**src/rtl/mem_port_arbiter_if.sv**
```systemverilog
//------------------------------------------------------------------------------
// mem_port_arbiter_if
// Bundle of the IF/DP requester handshakes and the unified memory port.
// Revision: 1.0
//------------------------------------------------------------------------------
`default_nettype none

interface mem_port_arbiter_if;
  // Instruction fetch port (read-only)
  logic        if_req;
  logic [31:0] if_addr;
  logic        if_ack;
  logic [31:0] if_rdata;
  // Load/store data port
  logic        dp_req;
  logic        dp_we;
  logic [31:0] dp_addr;
  logic [31:0] dp_wdata;
  logic        dp_ack;
  logic [31:0] dp_rdata;
  logic        err;
  // Memory side
  logic        mem_rd;
  logic        mem_wr;
  logic [31:0] mem_addr;
  logic [31:0] mem_wdata;
  logic [31:0] mem_rdata;

  // Arbiter view
  modport slave (
    input  if_req, if_addr, dp_req, dp_we, dp_addr, dp_wdata, mem_rdata,
    output if_ack, if_rdata, dp_ack, dp_rdata, err,
           mem_rd, mem_wr, mem_addr, mem_wdata
  );

  // Requester / memory-model view
  modport master (
    output if_req, if_addr, dp_req, dp_we, dp_addr, dp_wdata, mem_rdata,
    input  if_ack, if_rdata, dp_ack, dp_rdata, err,
           mem_rd, mem_wr, mem_addr, mem_wdata
  );
endinterface

`default_nettype wire

```
**src/rtl/mem_port_arbiter.sv**
```systemverilog
//------------------------------------------------------------------------------
// mem_port_arbiter
// Round-robin sharing of the unified big-endian memory between instruction
// fetch and the load/store port, with fixed-length access windows and
// rejection of misaligned or out-of-range word accesses.
// Revision: 1.0
//------------------------------------------------------------------------------
`default_nettype none

module mem_port_arbiter #(
  parameter int unsigned MEM_BYTES     = 128,
  parameter int unsigned ACCESS_CYCLES = 2
) (
  input  logic               clk,
  input  logic               rst_n,
  mem_port_arbiter_if.slave  bus
);

  typedef enum logic [1:0] {
    IDLE   = 2'd0,
    ACCESS = 2'd1,
    RESP   = 2'd2
  } state_t;

  // Highest byte address at which a full word still fits in memory
  localparam logic [31:0] LAST_WORD = 32'(MEM_BYTES - 4);
  localparam logic [3:0]  CNT_INIT  = 4'(ACCESS_CYCLES - 1);

  state_t      state_q, state_d;
  logic        prio_dp_q, prio_dp_d;     // 1: DP wins the next tie
  logic        port_dp_q, port_dp_d;     // granted port, 1 = DP
  logic        we_q, we_d;
  logic        err_q, err_d;
  logic [3:0]  cnt_q, cnt_d;
  logic [31:0] mem_addr_q, mem_addr_d;
  logic [31:0] mem_wdata_q, mem_wdata_d;
  logic [31:0] if_rdata_q, if_rdata_d;
  logic [31:0] dp_rdata_q, dp_rdata_d;

  logic        w_gnt_dp;
  logic        w_gnt_if;
  logic [31:0] w_req_addr;
  logic        w_req_we;
  logic        w_req_bad;

  // Grant selection and legality check of the request that would be granted
  assign w_gnt_dp   = bus.dp_req & (~bus.if_req | prio_dp_q);
  assign w_gnt_if   = bus.if_req & ~w_gnt_dp;
  assign w_req_addr = w_gnt_dp ? bus.dp_addr : bus.if_addr;
  assign w_req_we   = w_gnt_dp & bus.dp_we;
  assign w_req_bad  = (w_req_addr[1:0] != 2'b00) || (w_req_addr > LAST_WORD);

  // State and datapath registers; reset abandons any access in flight
  always_ff @(posedge clk or negedge rst_n) begin
    if (!rst_n) begin
      state_q     <= IDLE;
      prio_dp_q   <= 1'b1;
      port_dp_q   <= 1'b0;
      we_q        <= 1'b0;
      err_q       <= 1'b0;
      cnt_q       <= 4'd0;
      mem_addr_q  <= 32'd0;
      mem_wdata_q <= 32'd0;
      if_rdata_q  <= 32'd0;
      dp_rdata_q  <= 32'd0;
    end else begin
      state_q     <= state_d;
      prio_dp_q   <= prio_dp_d;
      port_dp_q   <= port_dp_d;
      we_q        <= we_d;
      err_q       <= err_d;
      cnt_q       <= cnt_d;
      mem_addr_q  <= mem_addr_d;
      mem_wdata_q <= mem_wdata_d;
      if_rdata_q  <= if_rdata_d;
      dp_rdata_q  <= dp_rdata_d;
    end
  end

  // Next-state logic: grant in IDLE, count the access window, respond once
  always_comb begin
    state_d     = state_q;
    prio_dp_d   = prio_dp_q;
    port_dp_d   = port_dp_q;
    we_d        = we_q;
    err_d       = err_q;
    cnt_d       = cnt_q;
    mem_addr_d  = mem_addr_q;
    mem_wdata_d = mem_wdata_q;
    if_rdata_d  = if_rdata_q;
    dp_rdata_d  = dp_rdata_q;

    case (state_q)
      IDLE: begin
        if (w_gnt_dp || w_gnt_if) begin
          port_dp_d = w_gnt_dp;
          prio_dp_d = w_gnt_if;          // loser of this grant wins next tie
          we_d      = w_req_we;
          err_d     = w_req_bad;
          if (w_req_bad) begin
            // Rejected requests never drive the memory address or strobes
            state_d = RESP;
          end else begin
            state_d    = ACCESS;
            cnt_d      = CNT_INIT;
            mem_addr_d = w_req_addr;
            if (w_gnt_dp) begin
              mem_wdata_d = bus.dp_wdata;
            end
          end
        end
      end
      ACCESS: begin
        if (cnt_q == 4'd0) begin
          if (!we_q) begin
            if (port_dp_q) begin
              dp_rdata_d = bus.mem_rdata;
            end else begin
              if_rdata_d = bus.mem_rdata;
            end
          end
          state_d = RESP;
        end else begin
          cnt_d = cnt_q - 4'd1;
        end
      end
      RESP: begin
        state_d = IDLE;
      end
      default: begin
        state_d = IDLE;
      end
    endcase
  end

  assign bus.mem_rd    = (state_q == ACCESS) & ~we_q;
  assign bus.mem_wr    = (state_q == ACCESS) &  we_q;
  assign bus.mem_addr  = mem_addr_q;
  assign bus.mem_wdata = mem_wdata_q;
  assign bus.if_ack    = (state_q == RESP) & ~port_dp_q;
  assign bus.dp_ack    = (state_q == RESP) &  port_dp_q;
  assign bus.err       = (state_q == RESP) &  err_q;
  assign bus.if_rdata  = if_rdata_q;
  assign bus.dp_rdata  = dp_rdata_q;

endmodule

`default_nettype wire

```
**src/flat_wrapper.sv**
```systemverilog
// flat-port wrapper written by rule: the top's interface ports become plain ports
module mem_port_arbiter_flat 
#(
  parameter int unsigned MEM_BYTES     = 128,
  parameter int unsigned ACCESS_CYCLES = 2
)
  (clk, rst_n, bus_if_req, bus_if_addr, bus_dp_req, bus_dp_we, bus_dp_addr, bus_dp_wdata, bus_mem_rdata, bus_if_ack, bus_if_rdata, bus_dp_ack, bus_dp_rdata, bus_err, bus_mem_rd, bus_mem_wr, bus_mem_addr, bus_mem_wdata);
  mem_port_arbiter_if bus_i ();
  input  logic clk;
  input  logic rst_n;
  input wire logic [$bits(bus_i.if_req)-1:0] bus_if_req;
  input wire logic [$bits(bus_i.if_addr)-1:0] bus_if_addr;
  input wire logic [$bits(bus_i.dp_req)-1:0] bus_dp_req;
  input wire logic [$bits(bus_i.dp_we)-1:0] bus_dp_we;
  input wire logic [$bits(bus_i.dp_addr)-1:0] bus_dp_addr;
  input wire logic [$bits(bus_i.dp_wdata)-1:0] bus_dp_wdata;
  input wire logic [$bits(bus_i.mem_rdata)-1:0] bus_mem_rdata;
  output wire logic [$bits(bus_i.if_ack)-1:0] bus_if_ack;
  output wire logic [$bits(bus_i.if_rdata)-1:0] bus_if_rdata;
  output wire logic [$bits(bus_i.dp_ack)-1:0] bus_dp_ack;
  output wire logic [$bits(bus_i.dp_rdata)-1:0] bus_dp_rdata;
  output wire logic [$bits(bus_i.err)-1:0] bus_err;
  output wire logic [$bits(bus_i.mem_rd)-1:0] bus_mem_rd;
  output wire logic [$bits(bus_i.mem_wr)-1:0] bus_mem_wr;
  output wire logic [$bits(bus_i.mem_addr)-1:0] bus_mem_addr;
  output wire logic [$bits(bus_i.mem_wdata)-1:0] bus_mem_wdata;
  assign bus_i.if_req = bus_if_req;
  assign bus_i.if_addr = bus_if_addr;
  assign bus_i.dp_req = bus_dp_req;
  assign bus_i.dp_we = bus_dp_we;
  assign bus_i.dp_addr = bus_dp_addr;
  assign bus_i.dp_wdata = bus_dp_wdata;
  assign bus_i.mem_rdata = bus_mem_rdata;
  assign bus_if_ack = bus_i.if_ack;
  assign bus_if_rdata = bus_i.if_rdata;
  assign bus_dp_ack = bus_i.dp_ack;
  assign bus_dp_rdata = bus_i.dp_rdata;
  assign bus_err = bus_i.err;
  assign bus_mem_rd = bus_i.mem_rd;
  assign bus_mem_wr = bus_i.mem_wr;
  assign bus_mem_addr = bus_i.mem_addr;
  assign bus_mem_wdata = bus_i.mem_wdata;
  mem_port_arbiter #(.MEM_BYTES(MEM_BYTES), .ACCESS_CYCLES(ACCESS_CYCLES)) u_core (.clk(clk), .rst_n(rst_n), .bus(bus_i));
endmodule
```
**config.mk**
```make
export PLATFORM = sky130hd
export DESIGN_NAME = mem_port_arbiter_flat
export DESIGN_NICKNAME = d
export VERILOG_FILES = /design/src/rtl/mem_port_arbiter_if.sv /design/src/rtl/mem_port_arbiter.sv /design/src/flat_wrapper.sv
export SDC_FILE = /design/constraint.sdc
export NUM_CORES = 1
export LEC_CHECK = 0
export ABC_AREA = 1
export CORE_MARGIN = 2
export CORE_UTILIZATION = 44
export CTS_BUF_LIST = sky130_fd_sc_hd__clkbuf_4
export CTS_CLUSTER_SIZE = 28
export DETAILED_ROUTE_END_ITERATION = 7
export GPL_ROUTABILITY_DRIVEN = 0
export PLACE_DENSITY = 0.89
export SLEW_MARGIN = 20
export SYNTH_ARGS = -nofsm -noshare
export SYNTH_HDL_FRONTEND = slang
export SYNTH_SLANG_ARGS = --single-unit
export TNS_END_PERCENT = 20
```
**constraint.sdc**
```tcl
create_clock -name clk -period 2.35 [get_ports clk]
set_clock_uncertainty 0.2 [all_clocks]
set_input_delay 0.3525 -clock clk [delete_from_list [all_inputs] [get_ports clk]]
set_output_delay 0.3525 -clock clk [all_outputs]
set_load 0.02 [all_outputs]
```
==> flow_summary.yaml, run 1 <==
status:
  status: "finished, final reports clean"
placement:
  port_buffers: 265
  dp_hpwl_um: 11900
timing:
  period_minus_slack_ns: 2.26
  finalSetupTns_ns: 0
  fin_crit_sh_pct: 96.2
  grt_setup_unrepaired: "yes"
  hold_slack_ns: 0.0838
  slew_of_the_pin_with_the_lowest_slew_margin_ns: 0.452
  report.final.setup_viol: 0
  final-max-slew-violation-count: 0
  finalHoldViolCount: 0
  max_clock_freq_mhz: 442
  slew_headroom_pct: 69.9
clock_network:
  cts_buffer_depth: 2
  cts_tree: "yes"
  clk_pin_slew_worst_paths_ns: 0.13
  h-tree-depth: 4
  clock-root-buffer: "clkbuf_4"
  numCtsBuffers: 17
  postCtsSetupBuffers: 0
  clock_latency_ns: 0.53
  sink_count_of_the_clock_tree: 138
final_layout:
  diode_count: 0
  flow.area_growth_from_synthesis_pct: 52.6
  fill_cells: 1013
  final_net_count: 1090
  final_layout_size_suffix_gt1_share_pct: 8.68
  final_core_utilization_pct: 69.3
flow_run:
  drv.max_cap_violation_count: 0
synthesis:
  synth_largest_area_cell: "dfrtp_1"
  yosysTopAreaCellShare_pct: 56.8
  netlist_area_sq_um: 6040
  synth_edf_count: 0
  synth.net_count: 821
  synth-warning-count: 0
  syn-mean-instance-area_sq_um: 8.80
  yosys-top-cells-count: "nand2_1 (175), dfrtp_1 (137), inv_1 (130)"
  post_synth_main_area_contributors: "dfrtp_1 (57%), nand2_1 (11%), inv_1 (8.1%)"
  yosys.cell_count.top_type: "nand2_1"
  dominantRegCellSynth: "dfrtp_1"
  synth_cells: 686
  share_of_synthesized_area_occupied_by_flip_flops_and_latches_pct: 57.2
  proportion_of_synthesized_flip_flops_having_asynchronous_set_or_reset_pct: 100
  post_synth_cell_types: 27
  number_of_register_bits_inferred_by_synthesis: 138
power_and_ir_drop:
  internal-power_mw: 3.40
  swShare_pct: 26.6
  pwr_density_cell_nw_per_um2: 503
  worst_ir_drop_on_vdd_mv: 0.385
  power_frac_comb_pct: 14.3
  power.leakage_nw: 4.60
  share_clk_of_total_power_pct: 33.4
  power.switching_mw: 1.23
  p_seq_share_pct: 52.3
floorplan:
  die_h_um: 121
  die-area_sq_um: 14700
  start_util_pct: 45.4
  floorplan.core_area_sq_um: 13300
  floorplan.die.width_um: 121
  num_rows: 42
  number_of_ports_placed_on_the_die_boundary: 266
worst_setup_path:
  worst_setup_path_end_kind: "flip-flop"
  worst-path-max-fanout: 64
  start_kind: "flip-flop"
  critPathArrivalTime_ns: 2.48
  timing.critical_path.required_ns: 2.57
  timing.setup.critical_path_class: "flip-flop to flip-flop"
routing:
  num_vias: 5316
  drt-met1-wl_um: 6120
  drt_drc: 0
  drtIter0Drc: 268
  wire_per_inst_um: 14.0
  detail-route-antenna-nets: 0
  sum_of_met3_wire_segment_lengths_after_detailed_routing_um: 1170
  drt_first_pass_iters: 4
  wl_met2_um: 8320
  maxUsedRoutingLayer: "met4"
  via_per_inst: 4.65
  wl_um: 16000
grt:
  grt_pass1_wl_um: 25700
  number_of_antenna_violations_at_the_first_check_in_global_routing: 0
  overflow: 0
  grt.total_usage_pct: 22.5
  vias_in_the_first_global_route: 5465
  maximum_number_of_pins_on_one_net_before_global_route_repair: 65
hold_path:
  hold_class: "primary input to asynchronous set/reset pin"
## power groups by stage
stage / Combinational, mW / Sequential [mW] / Clock [mW]
3_5_place_dp: 0.661 / 2.47 / 0
5_1_grt: 0.736 / 2.43 / 1.70
3_3_place_gp: 0.650 / 2.47 / 0
2_1_floorplan: 0.299 / 2.47 / 0
6_report: 0.663 / 2.42 / 1.55
4_1_cts: 0.654 / 2.42 / 1.60
## worst paths after layout
| path | startpoint | endpoint | slack [ns] | depth (start not counted) |
|---|---|---|---|---|
| worst max-delay path | u_core.prio_dp_q$_DFFE_PN1P_ | u_core.bus.mem_wdata[30]$_DFFE_PN0P_ | 0.09 | 13 |
| worst min-delay path | rst_n | u_core.bus.dp_rdata[7]$_DFFE_PN0P_ | 0.08 | 2 |
| worst max register to register | u_core.prio_dp_q$_DFFE_PN1P_ | u_core.bus.mem_wdata[30]$_DFFE_PN0P_ | 0.09 | 13 |
| worst min register to register | u_core.bus.mem_addr[7]$_DFFE_PN0P_ | u_core.bus.mem_addr[7]$_DFFE_PN0P_ | 0.28 | 2 |
| max in group asynchronous | rst_n | u_core.prio_dp_q$_DFFE_PN1P_ | 1.14 | 3 |
| min in group clk | bus_dp_wdata[3] | u_core.bus.mem_wdata[3]$_DFFE_PN0P_ | 0.15 | 3 |
## routing by layer
layer | global-route usage, % | up-vias
met5 | 0 | -
met4 | 9.08 | 0
met3 | 7.80 | 31
met2 | 39.8 | 185
met1 | 24.4 | 2479
li1 | - | 2621
## cell families after synthesis
logic type      count (synthesis)  share of synthesized area, %
compound gates                109                          10.5
xor+xnor                        2                         0.290
fa+ha+maj                       2                         0.415
buf+inv                       161                          11.1
flops                         138                          57.2
mux                             5                         0.829
simple gates                  269                          19.6
## critical path, cell delays in order (launching register included)
cell	delay (ns)
dfstp_2	0.55
inv_2	0.04
nand2_4	0.10
buf_8	0.17
nand3b_1	0.08
nand2_1	0.08
nand2_1	0.06
nor2_1	0.10
nand2_1	0.10
nor2_4	0.15
nand3_4	0.10
buf_12	0.20
nand2_1	0.11
o21ai_1	0.07
## final cells by class
class	count	area [sq um]	share of cell area, %
Inverter	131	492	5.34
Tap cell	176	220	2.39
Clock buffer	19	143	1.55
Sequential cell	138	3450	37.5
Clock inverter	13	145	1.58
Timing Repair Buffer	280	2830	30.7
Multi-Input combinational cell	387	1930	20.9
## flip-flops by register name, summed over array words and instances (netlist names)
register	count
u_core.prio_dp_q	1
u_core.err_q	1
u_core.cnt_q	4
u_core.we_q	1
u_core.state_q	2
u_core.bus.if_rdata	32
u_core.port_dp_q	1
u_core.bus.mem_wdata	32
u_core.bus.dp_rdata	32
u_core.bus.mem_addr	32
## timing repair
| item | 4_1_cts | 5_1_grt |
|---|---|---|
| endpoints found under the setup margin | 5 | 69 |
| gates cloned | 0 | 0 |
| hold endpoints to repair | 137 | 0 |
| hold buffers | 1 | 0 |
| resized for setup | 10 | 5 |
## cells in the final DEF, fill, tap and decap left out, types with 2 or more instances in the layout
cell type        synthesis  routed
clkinv_4                 0       2
xnor2_1                  2       2
nand3_1                 10      10
inv_6                    0       2
mux2i_1                  5       5
inv_2                    1       2
o21ai_0                 37      37
nor2_1                  51      50
bufinv_16                0       2
ha_1                     2       2
clkinvlp_4               0       6
inv_1                  130     129
dlygate4sd2_1            0       3
dfrtp_1                137     137
buf_4                    3       8
nand3b_1                22      22
nand4_1                  2       2
o21ai_1                 16      16
clkbuf_4                 0      19
buf_12                   0       5
o21ai_2                 24      24
nand2_1                175     175
nor2_4                   2       3
clkdlybuf4s50_1          0     259
a21oi_1                 32      32
## through the flow
stage               total power, mW  setup slack, ns  area, sq um  cells
CTS                            4.68           0.0209         9200   1144
global placement               3.12           -0.218         8900   1111
floorplan                      2.76            0.282         6040    686
global route                   4.86          -0.0533         9210   1144
finish                         4.63           0.0889         9210   1144
detailed placement             3.13           -0.295         8900   1111
No activity file was read; power rests on OpenSTA's default activity.
==> inputs of run 2 (changes only) <==
CORE_ASPECT_RATIO = 1.1   (was unset)
==> flow_summary.yaml, run 2 (synthesis results as in run 1) <==
routing:
  detail-route-antenna-nets: 0
  drt_drc: 0
  via_per_inst: 4.67
  drtIter0Drc: 336
  num_vias: 5446
  wire_per_inst_um: 14.6
  drt_first_pass_iters: 7
  wl_um: 17000
timing:
  final-max-slew-violation-count: 0
  setup_slack_ns: -0.0384
  period_minus_slack_ns: 2.39
  hold_slack_ns: 0.106
  fin_crit_sh_pct: 102
  slew_headroom_pct: 71.8
  finalHoldViolCount: 0
  slew_of_the_pin_with_the_lowest_slew_margin_ns: 0.423
  max_clock_freq_mhz: 419
  grt_setup_unrepaired: "yes"
  finalSetupTns_ns: -0.171
  report.final.setup_viol: 14
floorplan:
  die-area_sq_um: 14700
  floorplan.die.width_um: 116
  num_rows: 44
  start_util_pct: 45.3
  number_of_ports_placed_on_the_die_boundary: 266
  die_h_um: 127
  floorplan.core_area_sq_um: 13300
status:
  status: "complete, but fails checks"
  violated_checks: "setup timing"
final_layout:
  flow.area_growth_from_synthesis_pct: 58.6
  final_cells: 1165
  final_net_count: 1103
  mostFrequentLayoutCells: "clkdlybuf4s50_1 (259), nand2_1 (154), dfrtp_1 (137), inv_1 (129), nor2_1 (51)"
  most_frequent_standard_cell_in_the_layout_excluding_fill_and_tap_cells: "clkdlybuf4s50_1"
  final_layout_size_suffix_gt1_share_pct: 12.1
power_and_ir_drop:
  pwr_density_cell_nw_per_um2: 495
  power_frac_comb_pct: 15.6
  power.switching_mw: 1.20
  internal-power_mw: 3.54
  swShare_pct: 25.3
  share_clk_of_total_power_pct: 33.2
  power.leakage_nw: 4.75
  fin_total_pwr_mw: 4.74
  worst_ir_drop_on_vdd_mv: 0.452
  p_seq_share_pct: 51.2
flow_run:
  drv.max_cap_violation_count: 0
worst_setup_path:
  critPathArrivalTime_ns: 2.61
  reg2reg_to: "u_core.bus.mem_wdata[18]$_DFFE_PN0P_"
  rr_worst_depth: 13
  start_kind: "flip-flop"
  timing.setup.critical_path_class: "flip-flop to flip-flop"
  worst_setup_path_end_kind: "flip-flop"
  worst-path-max-fanout: 16
  reg2reg_from: "u_core.prio_dp_q$_DFFE_PN1P_"
  timing.critical_path.required_ns: 2.57
  reg2reg_setup_slack_ns: -0.04
grt:
  overflow: 0
  number_of_antenna_violations_at_the_first_check_in_global_routing: 1
  grt.total_usage_pct: 21.9
  grt_pass1_wl_um: 25100
  maximum_number_of_pins_on_one_net_before_global_route_repair: 65
  vias_in_the_first_global_route: 5328
clock_network:
  numCtsBuffers: 17
  cts_tree: "yes"
  clk_pin_slew_worst_paths_ns: 0.12
  cts_buffer_depth: 2
  h-tree-depth: 4
  sink_count_of_the_clock_tree: 138
  clock_latency_ns: 0.52
  clock-root-buffer: "clkbuf_4"
hold_path:
  hold_class: "primary input to asynchronous set/reset pin"
placement:
  dp_hpwl_um: 11800
  place_inst: 1122
  port_buffers: 265
## run 2: cell count changes in the layout (fill, tap and decap cells not counted), sizes merged
cell,delta
diode,+1
nand2,+1
clkinvlp,-4
clkbuf,+6
clkinv,+2
buf,+6
bufinv,+1
## run 2: worst max path at each step
stage | start | end | slack, ns | cells after the start
global route | u_core.prio_dp_q$_DFFE_PN1P_ | u_core.bus.mem_wdata[18]$_DFFE_PN0P_ | -0.13 | 13
finish | u_core.prio_dp_q$_DFFE_PN1P_ | u_core.bus.mem_wdata[18]$_DFFE_PN0P_ | -0.04 | 13
CTS | u_core.state_q[1]$_DFFE_PN0P_ | bus_mem_wr | 0.01 | 4
detailed placement | bus_if_req | u_core.bus.mem_wdata[21]$_DFFE_PN0P_ | -0.29 | 13
floorplan | u_core.state_q[1]$_DFFE_PN0P_ | u_core.bus.if_rdata[10]$_DFFE_PN0P_ | 0.28 | 7
global placement | bus_if_req | u_core.bus.mem_wdata[20]$_DFFE_PN0P_ | -0.19 | 13
## run 2: area by class of cell
cell class / instances / area, sq um
flip-flops and latches: 138 / 3450
clock inverters: 12 / 148
inverters: 131 / 494
multi-input cells: 388 / 2050
diodes: 1 / 2.50
clock buffers: 19 / 143
well taps: 184 / 230
repair buffers: 292 / 3060
fillers: 986 / 3750
## run 2: repair_timing
action | in CTS | in global routing
endpoints found under the setup margin | 5 | 70
hold buffers | 1 | 0
setup buffers | 0 | 2
endpoints found under the hold margin | 137 | 0
gates cloned | 0 | 8
pin swaps | 0 | 13
resized for setup | 7 | 43
## run 2: worst max-delay path, stage by stage, from the launching register on
cell	delay (ns)
dfstp_2	0.57
inv_4	0.05
nand2_8	0.11
clkbuf_16	0.17
nand3b_1	0.07
nand2_1	0.09
nand2_1	0.07
nor2_1	0.11
nand2_1	0.09
nor2_4	0.15
nand3_4	0.20
clkbuf_16	0.25
nand2_1	0.09
o21ai_2	0.06
## run 2: power groups by stage
stage / clock network (mW) / logic [mW] / registers [mW]
finish: 1.57 / 0.741 / 2.43
global route: 1.75 / 0.813 / 2.43
CTS: 1.62 / 0.675 / 2.42
detailed placement: 0 / 0.683 / 2.47
global placement: 0 / 0.671 / 2.47
floorplan: 0 / 0.299 / 2.47
## run 2: stage by stage
step           utilization, %  area, sq um  worst slack (ns)
4_1_cts                  69.4         9250            0.0150
3_5_place_dp             67.2         8950            -0.287
2_1_floorplan               -         6040             0.282
6_report                 71.9         9570           -0.0384
3_3_place_gp             67.2         8950            -0.192
5_1_grt                  71.9         9570            -0.133
## run 2: metal layers
metal	part of all wire, %	track usage, %	vias to the layer above
met3	6.6	7.88	34
li1	-	-	2656
met1	38	23.6	2561
met2	53	38.7	195
met4	2.4	8.47	0
met5	0	0	-
==> inputs of run 3 (changes only) <==
REMOVE_ABC_BUFFERS = 1   (was unset)
==> flow_summary.yaml, run 3 (synthesis results as in run 1) <==
timing:
  final-max-slew-violation-count: 0
  grt_setup_unrepaired: "yes"
  finalHoldViolCount: 0
  report.final.setup_viol: 0
  fin_crit_sh_pct: 97.7
  period_minus_slack_ns: 2.30
  slew_of_the_pin_with_the_lowest_slew_margin_ns: 0.440
  max_clock_freq_mhz: 436
  setup_slack_ns: 0.0547
  slew_headroom_pct: 70.6
routing:
  drtIter0Drc: 252
  detail-route-antenna-nets: 0
  wl_um: 16900
  wire_per_inst_um: 14.4
  num_vias: 5452
  drt_drc: 0
  drt_first_pass_iters: 6
  via_per_inst: 4.66
flow_run:
  drv.max_cap_violation_count: 0
clock_network:
  numCtsBuffers: 17
  clock_latency_ns: 0.50
  clk_pin_slew_worst_paths_ns: 0.13
  cts_buffer_depth: 2
  sink_count_of_the_clock_tree: 138
  clock-root-buffer: "clkbuf_4"
  h-tree-depth: 4
  cts_tree: "yes"
power_and_ir_drop:
  pwr_density_cell_nw_per_um2: 487
  fin_total_pwr_mw: 4.60
  power.leakage_nw: 4.72
  worst_ir_drop_on_vdd_mv: 0.290
floorplan:
  num_rows: 44
  floorplan.core_area_sq_um: 13300
  die-area_sq_um: 14700
  floorplan.die.width_um: 116
  start_util_pct: 45.3
  die_h_um: 127
  number_of_ports_placed_on_the_die_boundary: 266
hold_path:
  hold_class: "primary input to asynchronous set/reset pin"
final_layout:
  most_frequent_standard_cell_in_the_layout_excluding_fill_and_tap_cells: "clkdlybuf4s50_1"
  final_net_count: 1106
  flow.area_growth_from_synthesis_pct: 56.6
  final_area_sq_um: 9450
  area.sequential_sq_um: 3450
  fill_cells: 1030
  multi_input_area_sq_um: 1970
  final_layout_size_suffix_gt1_share_pct: 10.8
  mostFrequentLayoutCells: "clkdlybuf4s50_1 (259), nand2_1 (169), dfrtp_1 (137), inv_1 (129), nor2_1 (50)"
worst_setup_path:
  worstPathCellList: "inv_4 > nand2_8 > clkbuf_16 > nand3b_1 > nand2_1 > nand2_1 > nor2_1 > nand2_1 > nor2_4 > nand3_4 > clkbuf_16 > nand2_1 > o21ai_2"
  timing.critical_path.required_ns: 2.55
  timing.setup.critical_path_class: "flip-flop to flip-flop"
  crit_family: "simple AND/OR/NAND/NOR gates"
  worst_setup_path_end_kind: "flip-flop"
  crit_buf_inv: 3
  start_kind: "flip-flop"
  rr_worst_depth: 13
  reg2reg_setup_slack_ns: 0.05
  critical_path.max_stage_delay_ns: 0.58
  critical_path_depth: 13
  worst-path-max-fanout: 16
  worst_path_most_repeated_cell: "nand2_1"
  critPathArrivalTime_ns: 2.49
  cpMaxStageDelayCell: "dfstp_2"
placement:
  placement.cell_area_sq_um: 8970
  port_buffers: 265
  dpl_worst_slack_ns: -0.288
  dp_hpwl_um: 12100
grt:
  grt.total_usage_pct: 21.7
  number_of_antenna_violations_at_the_first_check_in_global_routing: 1
  grt_pass1_wl_um: 25100
  maximum_number_of_pins_on_one_net_before_global_route_repair: 65
  overflow: 0
  vias_in_the_first_global_route: 5273
status:
  status: "finished, final reports clean"
## run 3: path summary, 6_finish.rpt
path	startpoint	endpoint
max reg2reg	u_core.prio_dp_q$_DFFE_PN1P_	u_core.bus.mem_wdata[23]$_DFFE_PN0P_
min reg2reg	u_core.bus.mem_addr[18]$_DFFE_PN0P_	u_core.bus.mem_addr[18]$_DFFE_PN0P_
max	u_core.prio_dp_q$_DFFE_PN1P_	u_core.bus.mem_wdata[23]$_DFFE_PN0P_
min in group clk	bus_dp_wdata[31]	u_core.bus.mem_wdata[31]$_DFFE_PN0P_
min	rst_n	u_core.bus.dp_rdata[21]$_DFFE_PN0P_
max in group asynchronous	rst_n	u_core.prio_dp_q$_DFFE_PN1P_
## run 3: through the flow
step / setup TNS [ns] / std cells / hold WS [ns] / utilization [%]
after global placement: -13.18 / 1126 / 0.101 / 67.3
final: 0 / 1169 / 0.149 / 71.0
after detailed placement: -15.70 / 1126 / 0.102 / 67.3
after floorplan: -46.98 / 656 / -0.143 / -
after CTS: 0 / 1159 / 0.102 / 69.4
after global routing: -1.21 / 1169 / 0.119 / 71.0
## run 3: routing by layer
| metal | GRT usage (%) | wire (um) | vias to the layer above |
|---|---|---|---|
| li1 | - | - | 2660 |
| met4 | 9.24 | 456 | 0 |
| met5 | 0 | 0 | - |
| met3 | 5.88 | 1210 | 38 |
| met2 | 38.6 | 8690 | 204 |
| met1 | 24.1 | 6500 | 2550 |
## run 3: timing repair
item	4_1_cts	5_1_grt
hold buffers	1	0
pin swaps	0	4
cloned	0	7
setup buffers	0	2
endpoints found under the setup margin	5	69
gates resized for setup	7	15
endpoints found under the hold margin	137	0
## run 3: area by class of cell
| class | count | area share, % |
|---|---|---|
| clock buffer | 17 | 1.35 |
| clock inverter | 15 | 1.47 |
| antenna | 1 | 0.0265 |
| tap | 184 | 2.44 |
| timing repair buffer | 295 | 32.1 |
| inverter | 131 | 5.23 |
| sequential | 138 | 36.5 |
| multi-input combinational | 388 | 20.8 |
## run 3: where the power goes
group	leakage, nW	internal [mW]	switching [mW]
clock	0.139	0.542	0.910
sequential	1.58	2.41	0.0217
combinational	3.00	0.371	0.351
total	4.72	3.32	1.28
## run 3: worst register-to-register path, cell delays in order, from the launching register on
cell	delay, ns
dfstp_2	0.58
inv_4	0.05
nand2_8	0.09
clkbuf_16	0.17
nand3b_1	0.09
nand2_1	0.07
nand2_1	0.05
nor2_1	0.08
nand2_1	0.12
nor2_4	0.14
nand3_4	0.18
clkbuf_16	0.25
nand2_1	0.07
o21ai_2	0.05
==> RTL change, RTL diff (flow settings as in run 2) <==
Make the reset (`rst_n`) synchronous in one clocked block.
--- a/src/rtl/mem_port_arbiter.sv
+++ b/src/rtl/mem_port_arbiter.sv
@@ -51,7 +51,7 @@
   assign w_req_bad  = (w_req_addr[1:0] != 2'b00) || (w_req_addr > LAST_WORD);
 
   // State and datapath registers; reset abandons any access in flight
-  always_ff @(posedge clk or negedge rst_n) begin
+  always_ff @(posedge clk) begin
     if (!rst_n) begin
       state_q     <= IDLE;
       prio_dp_q   <= 1'b1;
Function: differs if rst_n is asserted again (counterexample within 4 cycles, from zero or initial values and one cycle with rst_n low); with rst_n held inactive, the same outputs for 4 cycles.
==> RTL change against run 2 <==
Maximum frequency grew 5.1%. Setup slack gained 0.11 ns. Routed wire length shrank 0.30%. Sequential cell count is the same. Cell count grew 1.7%. Synthesized area shrank 8.1%. Global-route usage grew 2.2 points. Total power grew 0.86%. Cell area shrank 6.7%. Count of clock-buffer cells in the layout is the same.
==> RTL change: results (changes against run 2) <==
[run_status]
status=completed

[grt]
maximum_number_of_pins_on_one_net_before_global_route_repair=64  ; -1.5%
grt_usage_pct=24.0  ; +2.2 points
met1_usage_in_global_routing_pct=25.9  ; +2.3 points
gr-usage-met2_pct=42.5  ; +3.8 points
number_of_global_route_vias_before_repair=5550  ; +4.2%
grt_first_pass_wirelength_mm=26.2  ; +4.2%
antenna_found_initial=0  ; -1
use_met3_pct=9.60  ; +1.7 points

[logic_synthesis]
synthCells=739  ; +7.7%
synth_compound_gate_area_share_pct=8.01  ; -2.5 points
synthMuxAreaShare_pct=5.05  ; +4.2 points
synth.top_cells.by_area=dfxtp_1 50%, nor2_1 13%, nand2_1 7.0%, inv_1 5.5%, mux2i_1 5.1%
postSynthNetCount=873  ; +6.3%
synth_adder_area_share_pct=0.226  ; -0.19 points
synth_unique_cells=29  ; +7.4%
synth-seq-area-share_pct=49.8  ; -7.4 points
synth_common_cells=185 x nor2_1, 138 x dfxtp_1, 103 x nand2_1
yosys.area_share.xor_xnor_pct=0.316  ; +0.026 points
synth-main-ff-cell=dfxtp_1

[place]
place.detailed.hpwl_mm=11.8  ; -0.74%
cell_area_after_placement_sq_um=8470  ; -5.4%
pre_cts_setup_slack_ns=-0.436  ; -0.150 ns

[routing]
detail_route.wl_per_cell_um=14.3  ; -2.0%
drt_first_iter_violations=302  ; -10%
routed-via-count=5729  ; +5.2%
vias_per_cell=4.83  ; +3.4%
drt_first_pass_iters=5  ; -2

[layout]
n_fill_cell=919  ; -6.8%
finalNetCount=1149  ; +4.2%
drive_above_1_share_pct=8.17  ; -4.0 points
antenna_cells=0  ; -1

[setup_path]
timing.critical_path.fanout_max=17  ; +1
crit_family=buffers and inverters
cp.arrival_ns=2.56  ; -0.05 ns
critical-path-max-stage-delay_ns=0.61  ; +0.04 ns
worstReg2RegStart=u_core.prio_dp_q
r2r_cell_count=14  ; +1
timing.critical_path.to=u_core.bus.mem_wdata[12]
timing.critical_path.from=bus_dp_req
reg2reg_setup_slack_ns=0.11  ; +0.15 ns

[power_and_ir_drop]
power.combinational.total_uw=788  ; +6.3%
design_power_total_uw=4780  ; +0.86%
internal_uw=3490  ; -1.5%
cellLeakagePower_uw=0.00400  ; -16%
vdd_ir_drop_max_mv=0.456  ; +0.89%

[sta]
finalCritPeriodShare_pct=96.7  ; -4.9 points
hold-worst-slack_ns=0.168  ; +0.0627 ns

[worst_hold_path]
holdCritPathClass=input pin to flop

[clocking]
cts_repair_resize_count=7  ; unchanged

[RTL change: cell types whose count changed after synthesis, moves of 5 or more]
cell | before | now
mux2i_1 | 5 | 28
a21oi_1 | 32 | 10
nand3_1 | 10 | 36
clkbuf_1 | 12 | 19
inv_1 | 130 | 82
nor2_1 | 51 | 185
dfrtp_1 | 137 | 0
nand2_1 | 175 | 103
o21ai_0 | 37 | 56
dfxtp_1 | 0 | 138
buf_2 | 9 | 14
o21ai_2 | 24 | 0
[RTL change: cell type report]
| type | count | area, sq um | area share, % |
|---|---|---|---|
| inverter | 84 | 323 | 3.61 |
| clock inverter | 13 | 145 | 1.63 |
| clock buffer | 19 | 143 | 1.60 |
| multi-input combinational | 475 | 2290 | 25.6 |
| timing repair buffer | 299 | 3070 | 34.4 |
| sequential | 138 | 2770 | 31.0 |
| tap | 157 | 196 | 2.20 |
[RTL change: metal layers]
metal  share of wire, %  vias up
met5                  0        -
met4                2.4        0
met3                9.0       34
met2                 50      215
met1                 39     2615
li1                   -     2865
